File: config.mk
export PLATFORM = sky130hd
export DESIGN_NAME = host_spi_bridge_flat
export DESIGN_NICKNAME = d
export VERILOG_FILES = /design/src/rtl/rt_host_pkg.sv /design/src/rtl/host_spi_bridge_if.sv /design/src/rtl/spi_in_sync.sv /design/src/rtl/host_spi_bridge.sv /design/src/flat_wrapper.sv
export SDC_FILE = /design/constraint.sdc
export NUM_CORES = 1
export LEC_CHECK = 0
export ABC_CLOCK_PERIOD_IN_PS = 4700
export CORE_ASPECT_RATIO = 0.8
export CORE_UTILIZATION = 30
export DETAILED_ROUTE_END_ITERATION = 8
export HOLD_SLACK_MARGIN = 0.08
export MAX_ROUTING_LAYER = met4
export PLACE_DENSITY = 0.5
export SLEW_MARGIN = 20
export SYNTH_ARGS = -nofsm -noshare
export SYNTH_HDL_FRONTEND = slang
export SYNTH_SLANG_ARGS = --single-unit
File: constraint.sdc
create_clock -name clk -period 4.7 [get_ports clk]
set_clock_uncertainty 0.2 [all_clocks]
set_input_delay 0.94 -clock clk [delete_from_list [all_inputs] [get_ports clk]]
set_output_delay 0.94 -clock clk [all_outputs]
set_load 0.005 [all_outputs]
File: src/rtl/rt_host_pkg.sv
// rtl/rt_host_pkg.sv - shared types and constants for the host SPI bridge
// Purpose: bridge FSM state encoding plus command-byte and register-map constants.
// Ports: none (package).
package rt_host_pkg;

  typedef enum logic [2:0] {
    ST_IDLE,
    ST_CMD,
    ST_WDATA,
    ST_RPREP,
    ST_RDATA
  } state_e;

  localparam int         CMD_RW_BIT  = 7;
  localparam int         REG_ADDR_W  = 6;
  localparam logic [5:0] STATUS_ADDR = 6'h30;

endpackage

File: src/rtl/host_spi_bridge_if.sv
// rtl/host_spi_bridge_if.sv - host SPI pins and register-file strobe bus
// Purpose: groups the 4-wire SPI link and the register strobe protocol.
// Ports (signals):
//   sclk, cs_n, mosi        : SPI inputs from the host
//   miso, miso_oe           : SPI output and its enable
//   reg_addr, wr_data       : register address / write byte
//   wr_stb, rd_stb          : 1-cycle write / read-address strobes
//   rd_data                 : read byte returned by the register file
//   frame_err               : sticky partial-byte frame flag
// Modports: slave = bridge side, master = host/register-file side.
interface host_spi_bridge_if #(
  parameter int ADDR_W = 6
);

  logic              sclk;
  logic              cs_n;
  logic              mosi;
  logic              miso;
  logic              miso_oe;
  logic [ADDR_W-1:0] reg_addr;
  logic [7:0]        wr_data;
  logic              wr_stb;
  logic              rd_stb;
  logic [7:0]        rd_data;
  logic              frame_err;

  modport slave (
    input  sclk, cs_n, mosi, rd_data,
    output miso, miso_oe, reg_addr, wr_data, wr_stb, rd_stb, frame_err
  );

  modport master (
    output sclk, cs_n, mosi, rd_data,
    input  miso, miso_oe, reg_addr, wr_data, wr_stb, rd_stb, frame_err
  );

endinterface

File: src/rtl/spi_in_sync.sv
// rtl/spi_in_sync.sv - synchronizers and edge detection for the SPI inputs
// Purpose: brings sclk, cs_n and mosi into the clk domain and derives
//          1-cycle edge events.
// Ports:
//   clk, rst                : system clock, async active-high reset
//   sclk, cs_n, mosi        : raw asynchronous SPI inputs
//   sclk_rise, sclk_fall    : 1-cycle synchronized sclk edge events
//   cs_fall, cs_rise        : 1-cycle synchronized cs_n edge events
//   cs_active               : synchronized chip select asserted (cs_n low)
//   mosi_s                  : synchronized mosi, aligned with the sclk events
module spi_in_sync #(
  parameter int SYNC_STAGES = 2
) (
  input  logic clk,
  input  logic rst,
  input  logic sclk,
  input  logic cs_n,
  input  logic mosi,
  output logic sclk_rise,
  output logic sclk_fall,
  output logic cs_fall,
  output logic cs_rise,
  output logic cs_active,
  output logic mosi_s
);

  logic [SYNC_STAGES-1:0] sclk_sync_q, sclk_sync_d;
  logic [SYNC_STAGES-1:0] cs_sync_q, cs_sync_d;
  logic [SYNC_STAGES-1:0] mosi_sync_q, mosi_sync_d;
  logic                   sclk_prev_q, sclk_prev_d;
  logic                   cs_prev_q, cs_prev_d;
  logic                   sclk_s, cs_s;

  assign sclk_s = sclk_sync_q[SYNC_STAGES-1];
  assign cs_s   = cs_sync_q[SYNC_STAGES-1];

  always_comb begin
    sclk_sync_d = {sclk_sync_q[SYNC_STAGES-2:0], sclk};
    cs_sync_d   = {cs_sync_q[SYNC_STAGES-2:0], cs_n};
    mosi_sync_d = {mosi_sync_q[SYNC_STAGES-2:0], mosi};
    sclk_prev_d = sclk_s;
    cs_prev_d   = cs_s;
  end

  always_ff @(posedge clk or posedge rst) begin
    if (rst) begin
      sclk_sync_q <= '0;
      cs_sync_q   <= '0;
      mosi_sync_q <= '0;
      sclk_prev_q <= 1'b0;
      cs_prev_q   <= 1'b0;
    end else begin
      sclk_sync_q <= sclk_sync_d;
      cs_sync_q   <= cs_sync_d;
      mosi_sync_q <= mosi_sync_d;
      sclk_prev_q <= sclk_prev_d;
      cs_prev_q   <= cs_prev_d;
    end
  end

  assign sclk_rise = sclk_s & ~sclk_prev_q;
  assign sclk_fall = ~sclk_s & sclk_prev_q;
  assign cs_fall   = ~cs_s & cs_prev_q;
  assign cs_rise   = cs_s & ~cs_prev_q;
  assign cs_active = ~cs_s;
  // mosi takes the same number of stages as sclk_s, so it is sampled at the
  // matching point of the bit cell when sclk_rise fires.
  assign mosi_s    = mosi_sync_q[SYNC_STAGES-1];

endmodule

File: src/rtl/host_spi_bridge.sv
// rtl/host_spi_bridge.sv - SPI slave to register-file strobe bridge
// Purpose: decodes {rw, x, addr[5:0]} command frames from a mode-0 SPI host
//          into auto-incrementing register writes and prefetched reads.
// Ports:
//   clk, rst : system clock, async active-high reset
//   bus      : host_spi_bridge_if slave modport (SPI pins, strobes, rd_data,
//              frame_err)
module host_spi_bridge
  import rt_host_pkg::*;
#(
  parameter int ADDR_W      = REG_ADDR_W,
  parameter int RD_LAT      = 2,
  parameter int SYNC_STAGES = 2
) (
  input  logic                   clk,
  input  logic                   rst,
  host_spi_bridge_if.slave       bus
);

  localparam int LAT_W = (RD_LAT < 2) ? 1 : $clog2(RD_LAT + 1);

  logic sclk_rise, sclk_fall, cs_fall, cs_rise, cs_active, mosi_s;
  logic sclk_rise_v, sclk_fall_v;

  spi_in_sync #(.SYNC_STAGES(SYNC_STAGES)) u_sync (
    .clk       (clk),
    .rst       (rst),
    .sclk      (bus.sclk),
    .cs_n      (bus.cs_n),
    .mosi      (bus.mosi),
    .sclk_rise (sclk_rise),
    .sclk_fall (sclk_fall),
    .cs_fall   (cs_fall),
    .cs_rise   (cs_rise),
    .cs_active (cs_active),
    .mosi_s    (mosi_s)
  );

  assign sclk_rise_v = sclk_rise & cs_active;
  assign sclk_fall_v = sclk_fall & cs_active;

  state_e            state_q, state_d;
  logic [2:0]        bitcnt_q, bitcnt_d;
  logic [6:0]        rx_sh_q, rx_sh_d;
  logic [6:0]        tx_sh_q, tx_sh_d;
  logic [ADDR_W-1:0] addr_q, addr_d;
  logic [ADDR_W-1:0] reg_addr_q, reg_addr_d;
  logic [7:0]        wr_data_q, wr_data_d;
  logic              wr_stb_q, wr_stb_d;
  logic              rd_stb_q, rd_stb_d;
  logic              frame_err_q, frame_err_d;
  logic              miso_q, miso_d;
  logic              rd_pend_q, rd_pend_d;
  logic [LAT_W-1:0]  lat_cnt_q, lat_cnt_d;
  logic [7:0]        rx_byte;

  assign rx_byte = {rx_sh_q, mosi_s};

  always_comb begin
    state_d     = state_q;
    bitcnt_d    = bitcnt_q;
    rx_sh_d     = rx_sh_q;
    tx_sh_d     = tx_sh_q;
    addr_d      = addr_q;
    reg_addr_d  = reg_addr_q;
    wr_data_d   = wr_data_q;
    wr_stb_d    = 1'b0;
    rd_stb_d    = 1'b0;
    frame_err_d = frame_err_q;
    miso_d      = miso_q;
    rd_pend_d   = rd_pend_q;
    lat_cnt_d   = lat_cnt_q;

    if (cs_fall) begin
      // A fall also restarts a frame already in progress; any sclk rise in
      // this same cycle is deliberately not counted.
      state_d     = ST_CMD;
      bitcnt_d    = 3'd0;
      frame_err_d = 1'b0;
      miso_d      = 1'b0;
      rd_pend_d   = 1'b0;
    end else if (cs_rise) begin
      state_d   = ST_IDLE;
      bitcnt_d  = 3'd0;
      miso_d    = 1'b0;
      rd_pend_d = 1'b0;
      if (bitcnt_q != 3'd0) frame_err_d = 1'b1;
    end else begin
      case (state_q)
        ST_IDLE: begin
          miso_d = 1'b0;
        end
        ST_CMD: begin
          if (sclk_rise_v) begin
            rx_sh_d  = rx_byte[6:0];
            bitcnt_d = bitcnt_q + 3'd1;
            if (bitcnt_q == 3'd7) begin
              addr_d = rx_byte[ADDR_W-1:0];
              if (rx_byte[CMD_RW_BIT]) begin
                state_d   = ST_RPREP;
                rd_pend_d = 1'b1;
              end else begin
                state_d = ST_WDATA;
              end
            end
          end
        end
        ST_WDATA: begin
          if (sclk_rise_v) begin
            rx_sh_d  = rx_byte[6:0];
            bitcnt_d = bitcnt_q + 3'd1;
            if (bitcnt_q == 3'd7) begin
              wr_stb_d   = 1'b1;
              reg_addr_d = addr_q;
              wr_data_d  = rx_byte;
              addr_d     = addr_q + ADDR_W'(1);
            end
          end
        end
        ST_RPREP: begin
          // First cycle issues the strobe; the byte is taken RD_LAT cycles
          // after the strobe cycle and bit 7 goes straight onto miso.
          if (rd_pend_q) begin
            rd_stb_d   = 1'b1;
            reg_addr_d = addr_q;
            rd_pend_d  = 1'b0;
            lat_cnt_d  = LAT_W'(RD_LAT);
          end else if (lat_cnt_q == '0) begin
            tx_sh_d = bus.rd_data[6:0];
            miso_d  = bus.rd_data[7];
            state_d = ST_RDATA;
          end else begin
            lat_cnt_d = lat_cnt_q - LAT_W'(1);
          end
        end
        ST_RDATA: begin
          if (sclk_rise_v) begin
            bitcnt_d = bitcnt_q + 3'd1;
            if (bitcnt_q == 3'd7) begin
              addr_d    = addr_q + ADDR_W'(1);
              state_d   = ST_RPREP;
              rd_pend_d = 1'b1;
            end
          end else if (sclk_fall_v && (bitcnt_q != 3'd0)) begin
            // The fall at a byte boundary is skipped: the prefetch already
            // placed bit 7 of the new byte on miso.
            miso_d  = tx_sh_q[6];
            tx_sh_d = {tx_sh_q[5:0], 1'b0};
          end
        end
        default: begin
          state_d = ST_IDLE;
        end
      endcase
    end
  end

  always_ff @(posedge clk or posedge rst) begin
    if (rst) begin
      state_q     <= ST_IDLE;
      bitcnt_q    <= 3'd0;
      rx_sh_q     <= '0;
      tx_sh_q     <= '0;
      addr_q      <= '0;
      reg_addr_q  <= '0;
      wr_data_q   <= '0;
      wr_stb_q    <= 1'b0;
      rd_stb_q    <= 1'b0;
      frame_err_q <= 1'b0;
      miso_q      <= 1'b0;
      rd_pend_q   <= 1'b0;
      lat_cnt_q   <= '0;
    end else begin
      state_q     <= state_d;
      bitcnt_q    <= bitcnt_d;
      rx_sh_q     <= rx_sh_d;
      tx_sh_q     <= tx_sh_d;
      addr_q      <= addr_d;
      reg_addr_q  <= reg_addr_d;
      wr_data_q   <= wr_data_d;
      wr_stb_q    <= wr_stb_d;
      rd_stb_q    <= rd_stb_d;
      frame_err_q <= frame_err_d;
      miso_q      <= miso_d;
      rd_pend_q   <= rd_pend_d;
      lat_cnt_q   <= lat_cnt_d;
    end
  end

  assign bus.miso      = miso_q;
  assign bus.miso_oe   = (state_q != ST_IDLE);
  assign bus.reg_addr  = reg_addr_q;
  assign bus.wr_data   = wr_data_q;
  assign bus.wr_stb    = wr_stb_q;
  assign bus.rd_stb    = rd_stb_q;
  assign bus.frame_err = frame_err_q;

endmodule

File: src/flat_wrapper.sv
// flat-port wrapper written by rule: the top's interface ports become plain ports
module host_spi_bridge_flat import rt_host_pkg::*;
#(
  parameter int ADDR_W      = REG_ADDR_W,
  parameter int RD_LAT      = 2,
  parameter int SYNC_STAGES = 2
)
  (clk, rst, bus_sclk, bus_cs_n, bus_mosi, bus_rd_data, bus_miso, bus_miso_oe, bus_reg_addr, bus_wr_data, bus_wr_stb, bus_rd_stb, bus_frame_err);
  host_spi_bridge_if #(.ADDR_W(ADDR_W)) bus_i ();
  input  logic clk;
  input  logic rst;
  input wire logic [$bits(bus_i.sclk)-1:0] bus_sclk;
  input wire logic [$bits(bus_i.cs_n)-1:0] bus_cs_n;
  input wire logic [$bits(bus_i.mosi)-1:0] bus_mosi;
  input wire logic [$bits(bus_i.rd_data)-1:0] bus_rd_data;
  output wire logic [$bits(bus_i.miso)-1:0] bus_miso;
  output wire logic [$bits(bus_i.miso_oe)-1:0] bus_miso_oe;
  output wire logic [$bits(bus_i.reg_addr)-1:0] bus_reg_addr;
  output wire logic [$bits(bus_i.wr_data)-1:0] bus_wr_data;
  output wire logic [$bits(bus_i.wr_stb)-1:0] bus_wr_stb;
  output wire logic [$bits(bus_i.rd_stb)-1:0] bus_rd_stb;
  output wire logic [$bits(bus_i.frame_err)-1:0] bus_frame_err;
  assign bus_i.sclk = bus_sclk;
  assign bus_i.cs_n = bus_cs_n;
  assign bus_i.mosi = bus_mosi;
  assign bus_i.rd_data = bus_rd_data;
  assign bus_miso = bus_i.miso;
  assign bus_miso_oe = bus_i.miso_oe;
  assign bus_reg_addr = bus_i.reg_addr;
  assign bus_wr_data = bus_i.wr_data;
  assign bus_wr_stb = bus_i.wr_stb;
  assign bus_rd_stb = bus_i.rd_stb;
  assign bus_frame_err = bus_i.frame_err;
  host_spi_bridge #(.ADDR_W(ADDR_W), .RD_LAT(RD_LAT), .SYNC_STAGES(SYNC_STAGES)) u_core (.clk(clk), .rst(rst), .bus(bus_i));
endmodule
Word level (Yosys, flattened, before mapping):

Cells that the tools add are included.

* register bits after elaboration: 55
* word-level logic and storage cells: 146

* reductions and logical operators: 29
* eq/ne operators: 27
* $add $sub $neg: 3
* bitwise logic cells: 12
* muxes and demuxes: 57

Operators with widths (count)
* 6-bit 2-to-1 mux: 7
* 3-bit 2-to-1 mux: 12
* 7-bit 2-to-1 mux: 4
* 4-bit by 1-bit != test with 1-bit output, second input constant: 7
* 1-bit 2-to-1 mux: 26
* 6-bit one-hot mux with 2 select lines: 2
* 7-bit AND reduction: 3
* 2-bit by 1-bit != test with 1-bit output, second input constant: 10
* 7-bit one-hot mux with 2 select lines: 1
* 3-bit one-hot mux with 4 select lines: 1
* 6-bit AND reduction: 2
* 3-bit nonzero test: 4
* 5-bit AND reduction: 2
* 2-bit nonzero test: 5
* 5-bit nonzero test: 2
* 4-bit by 2-bit != test with 1-bit output, second input constant: 2
* 4-bit AND reduction: 2
* 6-bit by 1-bit adder with 6-bit output, second input constant: 1
* 1-bit bitwise AND: 6
* 3-bit by 2-bit equality test with 1-bit output, second input constant: 2
* 3-bit equality test, second input constant: 2
* 1-bit inverter: 6
* 1-bit one-hot mux with 3 select lines: 2
* 2-bit OR reduction: 3
* other kinds (11): 14

Longest topological paths before layout:

Gate-level depths: netlist (run 1).

* depth after elaboration: 9
* mapped depth: 8
* depth with buffers taken out: 6

By module:

A second synthesis (run 1) with hierarchy kept.

* cell total of the unflattened synthesis: 217
* area, all modules: 2701.3 um^2

Modules (own cells, without submodules)
* host_spi_bridge: times used 1, cells an instance 203, area each 2463.6 um^2
* spi_in_sync: times used 1, cells an instance 14, area each 237.7 um^2

Least setup slack after synthesis (run 1):

OpenSTA, ideal clock, no wires.

* path type: flip-flop to flip-flop
* start point: register u_core.u_sync.cs_sync_q[1]
* end point: register u_core.wr_data_q[0], in the netlist u_core.bus.wr_data[0]
* data arrival time: 2.015 ns
* cell stages (with the launch flop): 8
* clock period less this slack: 2.340 ns
* buffers on the path: 2
* setup slack: 2.360 ns
* cell sequence: dfrtp_1 -> inv_1 -> ha_1 -> buf_6 -> or2_2 -> buf_6 -> nor4_4 -> mux2_2

* cells in the longest elaborated chain, start to end: 4
* elaborated cells on any way between the ends: 7
* classes of those cells: 6 x bitwise; 1 x reduce/logical

Ends and longest elaborated chain
* start: declaration: RTL line spi_in_sync.sv:28 `logic [SYNC_STAGES-1:0] cs_sync_q, cs_sync_d;`
* start signal: assignment: RTL line spi_in_sync.sv:54 `cs_sync_q <= cs_sync_d;`
* 1-bit inverter: RTL line spi_in_sync.sv:63, spi_in_sync.sv:65
* 1-bit bitwise AND: RTL line spi_in_sync.sv:63 `assign cs_fall = ~cs_s & cs_prev_q;`
* 1-bit inverter (no source line)
* 5-bit AND reduction (no source line) (*)
* end signal: assignment: RTL line host_spi_bridge.sv:180 `wr_data_q <= wr_data_d;`
* end: declaration: RTL line host_spi_bridge.sv:48 `logic [7:0] wr_data_q, wr_data_d;`

Every way passes the cells marked *; elsewhere a longest branch is shown, timed or not.
A chain may end at the register's enable or synchronous reset.

Final worst setup path (run 1):

* start point: register u_core.state_q[1]
* end point: output port bus_miso_oe

* cells in the longest elaborated chain, start to end: 1

Ends and longest elaborated chain
* start: declaration: RTL line host_spi_bridge.sv:42 `state_e state_q, state_d;`
* start signal: assignment: RTL line host_spi_bridge.sv:174 `state_q <= state_d;`
* 3-bit nonzero test: RTL line host_spi_bridge.sv:191 `assign bus.miso_oe = (state_q != ST_IDLE);`
* end: declaration: RTL line flat_wrapper.sv:17 `output wire logic [$bits(bus_i.miso_oe)-1:0] bus_miso_oe;`

No other way between the ends.

==> reports/metrics.cfg, run 1 <==
[status]
status = finished clean

[cts]
postCtsSetupRepairBufs = 0
cts_buffers = 5
clockBufferDepth = 2
clock-sinks = 55
tritoncts = built
path_clk_slew_ns = 0.07
hold_buffers = 0
h-tree-depth = 2
clock_latency_ns = 0.29
cts_resized = 0
cts_root_buf = clkbuf_16

[logic_synthesis]
synthCells = 236
synth.net_count = 256
async_flop_share_pct = 100.0
synth_edf_count = 0
yosysWarnings = 0
synth-seq-cells = 55
synthFlopType = dfrtp_1
yosys-top-cells-area = dfrtp_1 50%, mux2_2 15%, ha_1 3.2%
ys_types = 51
syn-cell-area_um2 = 2738
synth_top_area_share_pct = 50.27
yosysMostFrequentCell = dfrtp_1
postSynthAreaPerCell_um2 = 11.60
seq_area_frac_synth_pct = 50.27
synth_common_cells = 55 x dfrtp_1, 37 x mux2_2, 13 x inv_1, 12 x nor2_1, 11 x nand2_1
yosysTopAreaCell = dfrtp_1

[finish]
final_util_pct = 37.91
seq_area_um2 = 1376
area.growth.synth_to_final_pct = 20.06
diodes = 0
layout-drive-gt1-share_pct = 22.18
nets = 285
fill_cells = 849
finalNonFillerCells = 378
multi_input_area_um2 = 1244

[die]
row_count = 30
io_pins = 32
die_w_um = 108.8
die_h_um = 87.44
fp.dieArea_um2 = 9513
coreArea_um2 = 8671
initial_core_util_pct = 31.57

[setup_path]
cp_max_fo = 16
crit_required_ns = 3.56
crit_path_end_kind = output port
reg2reg_to = u_core.addr_q[1]$_DFFE_PP0P_
r2r_start = u_core.u_sync.cs_sync_q[1]$_DFF_PP0_
start_kind = flip-flop
cp.arrival_ns = 1.75
crit_type = reg -> out
reg2regPathDepth = 6
r2r_slack_ns = 2.05

[sta]
setup_viol = 0
clock.fmax_mhz = 345.6
drv_slew = 0
tightestPinTransition_ns = 0.7819
max_slew_margin_pct = 47.80
rsz0062_at_grt = no
final.period_utilization_pct = 61.56
fin_tns_setup_ns = 0
hold_violations = 0
fin_crit_ns = 2.893
whs_ns = 0.1492

[pwr]
power.leakage_nw = 1.418
powerDensity_nw_per_um2 = 373.4
vdd_drop_max_mv = 0.1664

[placed_design]
place_hpwl_mm = 3.944
port_buffers = 31
gp_congestion = 0.7965
dp_cells = 370

[min_path]
hold_path_depth = 0
worstHoldEndpoint = u_core.u_sync.sclk_sync_q[1]$_DFF_PP0_
hold_start = u_core.u_sync.sclk_sync_q[0]$_DFF_PP0_
worstHoldPathType = reg -> reg

[global_routing]
overflow = 0
antenna_found_initial = 0
grt_pass1_vias = 1822
grt_max_degree = 39
grt_pass1_wl_mm = 9.459
grt_usage_pct = 13.23

[routing]
dr.pass1.iters = 5
drc_errors = 0
vias_per_cell = 4.918
vias = 1859
ant_nets = 0
post_drt_wl_per_cell_um = 14.53
drt-total-wl_mm = 5.494
drt-initial-drc-count = 106

[flow_run]
drv_cap = 0

-- placed cells by master (no fill, tap or decap), types with 5 or more instances in the layout --
master and instances:
nand2_1 11, dfrtp_1 55, o21ai_0 6, inv_1 12, nand3_1 6, clkbuf_16 5
nor3_1 5, mux2_2 37, a21oi_1 8, a211oi_1 6, ha_1 7, clkdlybuf4s50_1 31
nor2_1 12
-- registers in the layout, summed over array words and instances, names as in the netlist, 3 cells and up --
register / cells
u_core.state_q: 3
u_core.bitcnt_q: 3
u_core.bus.wr_data: 8
u_core.rx_sh_q: 7
u_core.tx_sh_q: 7
u_core.bus.reg_addr: 6
u_core.addr_q: 6
-- cell type report --
| cell class | count | share of cell area (%) |
|---|---|---|
| Multi-Input combinational cell | 156 | 37.84 |
| Sequential cell | 55 | 41.87 |
| Clock inverter | 3 | 0.7233 |
| Tap cell | 112 | 4.263 |
| Inverter | 14 | 1.599 |
| Timing Repair Buffer | 33 | 9.897 |
| Clock buffer | 5 | 3.807 |
-- where the power goes --
| part | internal [W] | switching, W | total (W) |
|---|---|---|---|
| clock | 0.000200 | 0.000174 | 0.000373 |
| combinational | 0.000129 | 0.000139 | 0.000268 |
| sequential | 0.000527 | 0.0000588 | 0.000586 |
-- routing by layer --
layer  vias to the layer above  wire length, µm  GRT usage, %
met5                         -                0             -
met4                         0               27         2.580
met3                         2              158         2.244
met2                        34             2216         16.92
met1                       901             3091         21.15
li1                        922                -             -
-- per-stage QoR --
stage | area [µm²] | setup WS (ns) | total power [W]
after global routing | 3287 | 1.718 | 0.001306
after detailed placement | 3138 | 2.108 | 0.0008621
after CTS | 3287 | 1.803 | 0.001243
after floorplan | 2738 | 2.217 | 0.0007818
final | 3287 | 1.807 | 0.001227
after global placement | 3138 | 2.142 | 0.0008629
-- cell families after synthesis --
| kind of cell | Yosys count | synth area share, % |
|---|---|---|
| buffers and inverters | 25 | 4.296 |
| flip-flops | 55 | 50.27 |
| XOR/XNOR | 3 | 0.9600 |
| adder cells (fa/ha/maj) | 7 | 3.199 |
| AO/OA/AOI/OAI | 42 | 10.97 |
| AND/OR/NAND/NOR | 63 | 13.62 |
| multiplexers | 41 | 16.68 |
-- critical path: stages (launching register included) --
cell             delay, ns
dfrtp_1               0.56
or3_1                 0.45
clkdlybuf4s50_1       0.45
-- how the worst max path moves through the flow --
stage	from	to	cells past startpoint
after floorplan	rst	u_core.addr_q[0]$_DFFE_PP0P_	1
after global placement	u_core.state_q[0]$_DFFE_PP0P_	bus_miso_oe	2
after CTS	u_core.state_q[0]$_DFFE_PP0P_	bus_miso_oe	2
after global routing	u_core.state_q[1]$_DFFE_PP0P_	bus_miso_oe	2
final	u_core.state_q[1]$_DFFE_PP0P_	bus_miso_oe	2
after detailed placement	u_core.u_sync.cs_sync_q[1]$_DFF_PP0_	u_core.bus.wr_data[5]$_DFFE_PP0P_	5
Note: power is estimated with default switching activity, not from simulation.
==> run 2, diff against run 1 <==
--- a/config.mk
+++ b/config.mk
@@ -5,13 +5,13 @@
 export SDC_FILE = /design/constraint.sdc
 export NUM_CORES = 1
 export LEC_CHECK = 0
-export ABC_CLOCK_PERIOD_IN_PS = 4700
+export ABC_CLOCK_PERIOD_IN_PS = 2340
 export CORE_ASPECT_RATIO = 0.8
 export CORE_UTILIZATION = 30
 export DETAILED_ROUTE_END_ITERATION = 8
 export HOLD_SLACK_MARGIN = 0.08
 export MAX_ROUTING_LAYER = met4
-export PLACE_DENSITY = 0.5
+export PLACE_DENSITY = 0.52
 export SLEW_MARGIN = 20
 export SYNTH_ARGS = -nofsm -noshare
 export SYNTH_HDL_FRONTEND = slang
==> constraint.sdc (replaced) <==
create_clock -name clk -period 2.34 [get_ports clk]
set_clock_uncertainty 0.2 [all_clocks]
set_input_delay 0.468 -clock clk [delete_from_list [all_inputs] [get_ports clk]]
set_output_delay 0.468 -clock clk [all_outputs]
set_load 0.005 [all_outputs]
==> run 2 against run 1 <==
Effect of this change: via count is 5.4% higher; utilization is 2.4 points higher; combinational power up 140%; clock power grew 100%; hold slack gained 0.0031 ns; register-to-register slack lost 1.9 ns; critical endpoint unchanged; largest power group unchanged.
==> reports/metrics.cfg, run 2 (synthesis results as in run 1) <==
[setup_path]
r2r_slack_ns = 0.11  ; -1.94 ns
crit_required_ns = 1.67  ; -1.89 ns
cp_max_fo = 11  ; -5
cp.arrival_ns = 1.60  ; -0.15 ns
start_kind = flip-flop
crit_type = reg -> out
crit_path_end_kind = output port

[global_routing]
grt_usage_pct = 13.98  ; +0.75 points
antenna_found_initial = 0  ; unchanged
grt_pass1_wl_mm = 9.922  ; +4.9%
grt_max_degree = 56  ; +44%
overflow = 0  ; unchanged
grt_pass1_vias = 1928  ; +5.8%
busiest_layer = met1
use_met1_pct = 20.97  ; -0.18 points
grtUsageMet2_pct = 18.47  ; +1.6 points
grtUsageMet3_pct = 2.767  ; +0.52 points

[finish]
nets = 308  ; +8.1%
largest_register_ffs = 8  ; unchanged
fill_cells = 835  ; -1.6%
most-common-layout-cells = 52 x dfrtp_1, 37 x mux2_2, 31 x clkdlybuf4s50_1
area.growth.synth_to_final_pct = 27.51
layout-drive-gt1-share_pct = 29.41  ; +7.2 points
diodes = 0  ; unchanged
finalNonFillerCells = 401  ; +6.1%
layout_commonest_cell = dfrtp_1

[cts]
cts_root_buf = clkbuf_16
path_clk_slew_ns = 0.07  ; about the same
cts_buffers = 5  ; unchanged
clockBufferDepth = 2  ; unchanged
h-tree-depth = 2  ; unchanged
tritoncts = built
clock-sinks = 55  ; unchanged
clock_latency_ns = 0.30  ; about the same

[die]
initial_core_util_pct = 31.57  ; unchanged
die_w_um = 108.8  ; unchanged
row_count = 30  ; unchanged
coreArea_um2 = 8671  ; unchanged
fp.dieArea_um2 = 9513  ; unchanged
die_h_um = 87.44  ; unchanged
io_pins = 32  ; unchanged

[routing]
drc_errors = 0  ; unchanged
vias = 1960  ; +5.4%
drt-total-wl_mm = 5.770  ; +5.0%
ant_nets = 0  ; unchanged
post_drt_wl_per_cell_um = 14.39  ; -1.0%
vias_per_cell = 4.888  ; -0.61%
drt-initial-drc-count = 79  ; -25%
dr.pass1.iters = 4  ; -1

[min_path]
worstHoldPathType = reg -> reg

[sta]
setup_viol = 0  ; unchanged
final.period_utilization_pct = 96.96
hold_violations = 0  ; unchanged
max_slew_margin_pct = 67.38  ; +20 points
fin_crit_ns = 2.269
tightestPinTransition_ns = 0.4864  ; -0.2955 ns
fin_tns_setup_ns = 0  ; unchanged
clock.fmax_mhz = 440.7
rsz0062_at_grt = no
drv_slew = 0  ; unchanged

[flow_run]
drv_cap = 0  ; unchanged

[pwr]
power.leakage_nw = 1.546  ; +9.0%
powerDensity_nw_per_um2 = 737.5  ; +98%
vdd_drop_max_mv = 0.2866  ; +72%

[status]
status = finished clean

[placed_design]
gp_congestion = 0.8712  ; +9.4%
dp_cells = 393  ; +6.2%
port_buffers = 31  ; unchanged
place_hpwl_mm = 4.187  ; +6.2%

-- run 2: path summary, 6_finish.rpt --
| kind | startpoint | end | cells past startpoint |
|---|---|---|---|
| hold / removal | u_core.u_sync.sclk_sync_q[0]$_DFF_PP0_ | u_core.u_sync.sclk_sync_q[1]$_DFF_PP0_ | 0 |
| setup reg to reg | u_core.u_sync.cs_sync_q[1]$_DFF_PP0_ | u_core.addr_q[0]$_DFFE_PP0P_ | 7 |
| setup / recovery | u_core.state_q[1]$_DFFE_PP0P_ | bus_miso_oe | 2 |
| min in group asynchronous | rst | u_core.u_sync.mosi_sync_q[0]$_DFF_PP0_ | 3 |
| hold reg to reg | u_core.u_sync.sclk_sync_q[0]$_DFF_PP0_ | u_core.u_sync.sclk_sync_q[1]$_DFF_PP0_ | 0 |
| max in group asynchronous | rst | u_core.state_q[1]$_DFFE_PP0P_ | 3 |
-- run 2: routing by layer --
layer  vias to the layer above  part of all wire, %
met1                       946                   54
met3                         8                  3.7
li1                        961                    -
met5                         -                    0
met2                        45                   41
met4                         0                  1.2
-- run 2: cell type report --
class | count | area, µm² | share of cell area [%]
flip-flops and latches | 55 | 1380 | 39.53
well taps | 112 | 140.1 | 4.014
inverters | 14 | 52.55 | 1.505
clock buffers | 5 | 125.1 | 3.584
clock inverters | 3 | 26.28 | 0.7527
multi-input cells | 156 | 1244 | 35.63
repair buffers | 56 | 523.0 | 14.98
-- run 2: through the flow --
step / utilization [%] / worst slack, ns / total power [W] / instance area [µm²] / hold slack (ns)
final: 40.26 / 0.07105 / 0.002575 / 3491 / 0.1523
after global routing: 40.26 / 0.001592 / 0.002731 / 3491 / 0.1626
after CTS: 40.22 / 0.0009931 / 0.002607 / 3487 / 0.1532
after detailed placement: 38.47 / 0.05064 / 0.001830 / 3336 / 0.1355
after global placement: 38.47 / 0.1511 / 0.001827 / 3336 / 0.1332
after floorplan: - / 0.0003717 / 0.001570 / 2738 / 0.1312
-- run 2: critical path, cell delays in order, from the launching register on --
cell and delay [ns]:
dfrtp_2 0.50, or3_1 0.36, clkdlybuf4s50_1 0.45
-- run 2: report_power, final --
group / switching (W) / internal, W
combinational: 0.000317 / 0.000337
clock: 0.000352 / 0.000407
sequential: 0.000102 / 0.00106
total: 0.000770 / 0.00180
-- run 2: timing repair --
action / 4_1_cts / 5_1_grt
endpoints found under the setup margin: 0 / 2
gates resized for setup: 0 / 3
hold endpoints to repair: 0 / 0
buffers inserted: 0 / 0
hold buffers: 0 / 0
==> variant (flow settings as in run 2) <==
Take the reset off `tx_sh_q` and load it in a clocked block of its own.
--- a/src/rtl/host_spi_bridge.sv
+++ b/src/rtl/host_spi_bridge.sv
@@ -161,5 +161,4 @@
       bitcnt_q    <= 3'd0;
       rx_sh_q     <= '0;
-      tx_sh_q     <= '0;
       addr_q      <= '0;
       reg_addr_q  <= '0;
@@ -175,5 +174,4 @@
       bitcnt_q    <= bitcnt_d;
       rx_sh_q     <= rx_sh_d;
-      tx_sh_q     <= tx_sh_d;
       addr_q      <= addr_d;
       reg_addr_q  <= reg_addr_d;
@@ -188,4 +186,8 @@
   end
 
+  always_ff @(posedge clk) begin
+    tx_sh_q <= tx_sh_d;
+  end
+
   assign bus.miso      = miso_q;
   assign bus.miso_oe   = (state_q != ST_IDLE);
Check against the original RTL: same outputs for any inputs over 10 cycles, from zero or initial values and one cycle with rst high; that may be too few to reach the edited logic, so the function may still have changed.
==> variant against run 2 <==
Total power up 5.6%. Synthesized area decreased by 1.0%. Critical path type unchanged. Worst setup slack improved by 0.022 ns. Utilization is 0.16 points lower. Routed wire length is 7.3% lower. Critical path depth unchanged. Sequential cell count unchanged. Non-clock buffer count fell by 5. Cell area fell by 0.82%.
==> variant: results (changes against run 2) <==
Layout
  • Post-route cell area: 3460 µm² (-0.82%)
  • Fraction of area in registers: 0.408 (+0.0130)
  • # nets final: 295 (-4.2%)
  • FFs & Latches: 55 (unchanged)
  • Signal inverters: 16 (+2)
  • # clk buffers: 6 (+1)
  • Layout clock area frac: 0.0546 (+0.0112)
  • Comb_multi_in: 146 (-6.4%)
  • Nonclk buf count: 51 (-8.9%)
  • Non-clock buffer share of cell area: 0.137 (-0.0132)
  • Non-filler cells, final: 388 (-3.2%)

Worst setup path
  • R2R setup slack: 0.16 ns (+0.05 ns)
  • Worst Path Arrival: 1.58 ns (-0.02 ns)

Outcome
  • Status: finished, final reports clean

Yosys
  • Async set-reset flop share out of synthesis: 0.873 (-0.127)
  • Post-Syn Area per Cell: 12.0 µm² (+3.4%)
  • Most frequent cells after synthesis: dfrtp_1 (48), mux2_2 (20), inv_1 (16), nor2_1 (13), a21oi_1 (11)
  • Sequential area share after synthesis: 0.521 (+0.0180)
  • Area contributors post-synth: dfrtp_1 (44%), mux2_2 (8.3%), edfxtp_1 (7.8%)
  • Mapped Nets: 246 (-3.9%)
  • Post-synth EDFFs: 7 (+7)
  • Synth unique cells: 53 (+3.9%)

Placement
  • RePlAce Congestion: 0.776 (-11%)
  • HPWL after DPL: 3860 µm (-7.8%)
  • Placed insts: 379 (-3.6%)

Drt
  • DRT met1 WL: 2870 µm (-8.3%)
  • Metal3 WL: 222 µm (+3.7%)
  • Iter 0 DRT Violations: 85 (+7.6%)
  • DR WL/cell: 13.8 µm (-4.2%)
  • Met2 wire len: 2210 µm (-6.4%)
  • Via density: 4.82 (-1.4%)

Global routing
  • M2 GR Usage: 0.166 (-0.0191)
  • Global-route usage over all layers: 0.126 (-0.0142)
  • Global-route wire length before repair: 8830 µm (-11%)
  • M3 GR Usage: 0.0269 (-0.000748)

Power and ir drop
  • Flop pwr share: 0.419 (-0.033)
  • Worst vdd ir: 0.318 mV (+11%)
[variant: logic make-up after synthesis]
group | count (synthesis) | share of synthesized area
xor+xnor | 1 | 0.00323
flops | 55 | 0.521
mux | 34 | 0.150
compound gates | 47 | 0.125
fa+ha+maj | 7 | 0.0323
buf+inv | 25 | 0.0415
simple gates | 57 | 0.128
[variant: metrics by stage]
step | total power, mW | util | setup WS, ns | hold WS [ns]
floorplan | 1.56 | - | 0.0887 | 0.131
global placement | 1.78 | 0.378 | 0.175 | 0.133
detailed placement | 1.78 | 0.378 | 0.160 | 0.136
CTS | 2.74 | 0.400 | 0.0357 | 0.152
global route | 2.89 | 0.401 | 0.0243 | 0.160
finish | 2.72 | 0.401 | 0.0928 | 0.153
[variant: power groups by stage]
stage | Clock [mW] | Sequential, mW | Combinational [mW]
after floorplan | 0 | 1.11 | 0.450
after global placement | 0 | 1.16 | 0.622
after detailed placement | 0 | 1.16 | 0.620
after CTS | 0.976 | 1.14 | 0.624
after global routing | 1.02 | 1.15 | 0.713
final | 0.946 | 1.14 | 0.633
[variant: what timing repair did]
action / CTS / global route
endpoints found under the setup margin: 1 / 1
buffers inserted: 0 / 1
resized for setup: 1 / 1
[variant: path summary, 6_finish.rpt]
| check | to | cells past startpoint |
|---|---|---|
| max in group asynchronous | u_core.state_q[0] | 3 |
| setup / recovery | bus_miso_oe | 2 |
| setup reg to reg | u_core.rx_sh_q[3] | 7 |
| hold reg to reg | u_core.u_sync.cs_sync_q[1] | 0 |
| min in group asynchronous | u_core.lat_cnt_q[1] | 3 |
| hold / removal | u_core.u_sync.cs_sync_q[1] | 0 |
[variant: worst max-delay path, cell delays in order, from the launching register on]
cell	delay [ns]
dfrtp_2	0.48
or3_1	0.35
clkdlybuf4s50_1	0.45
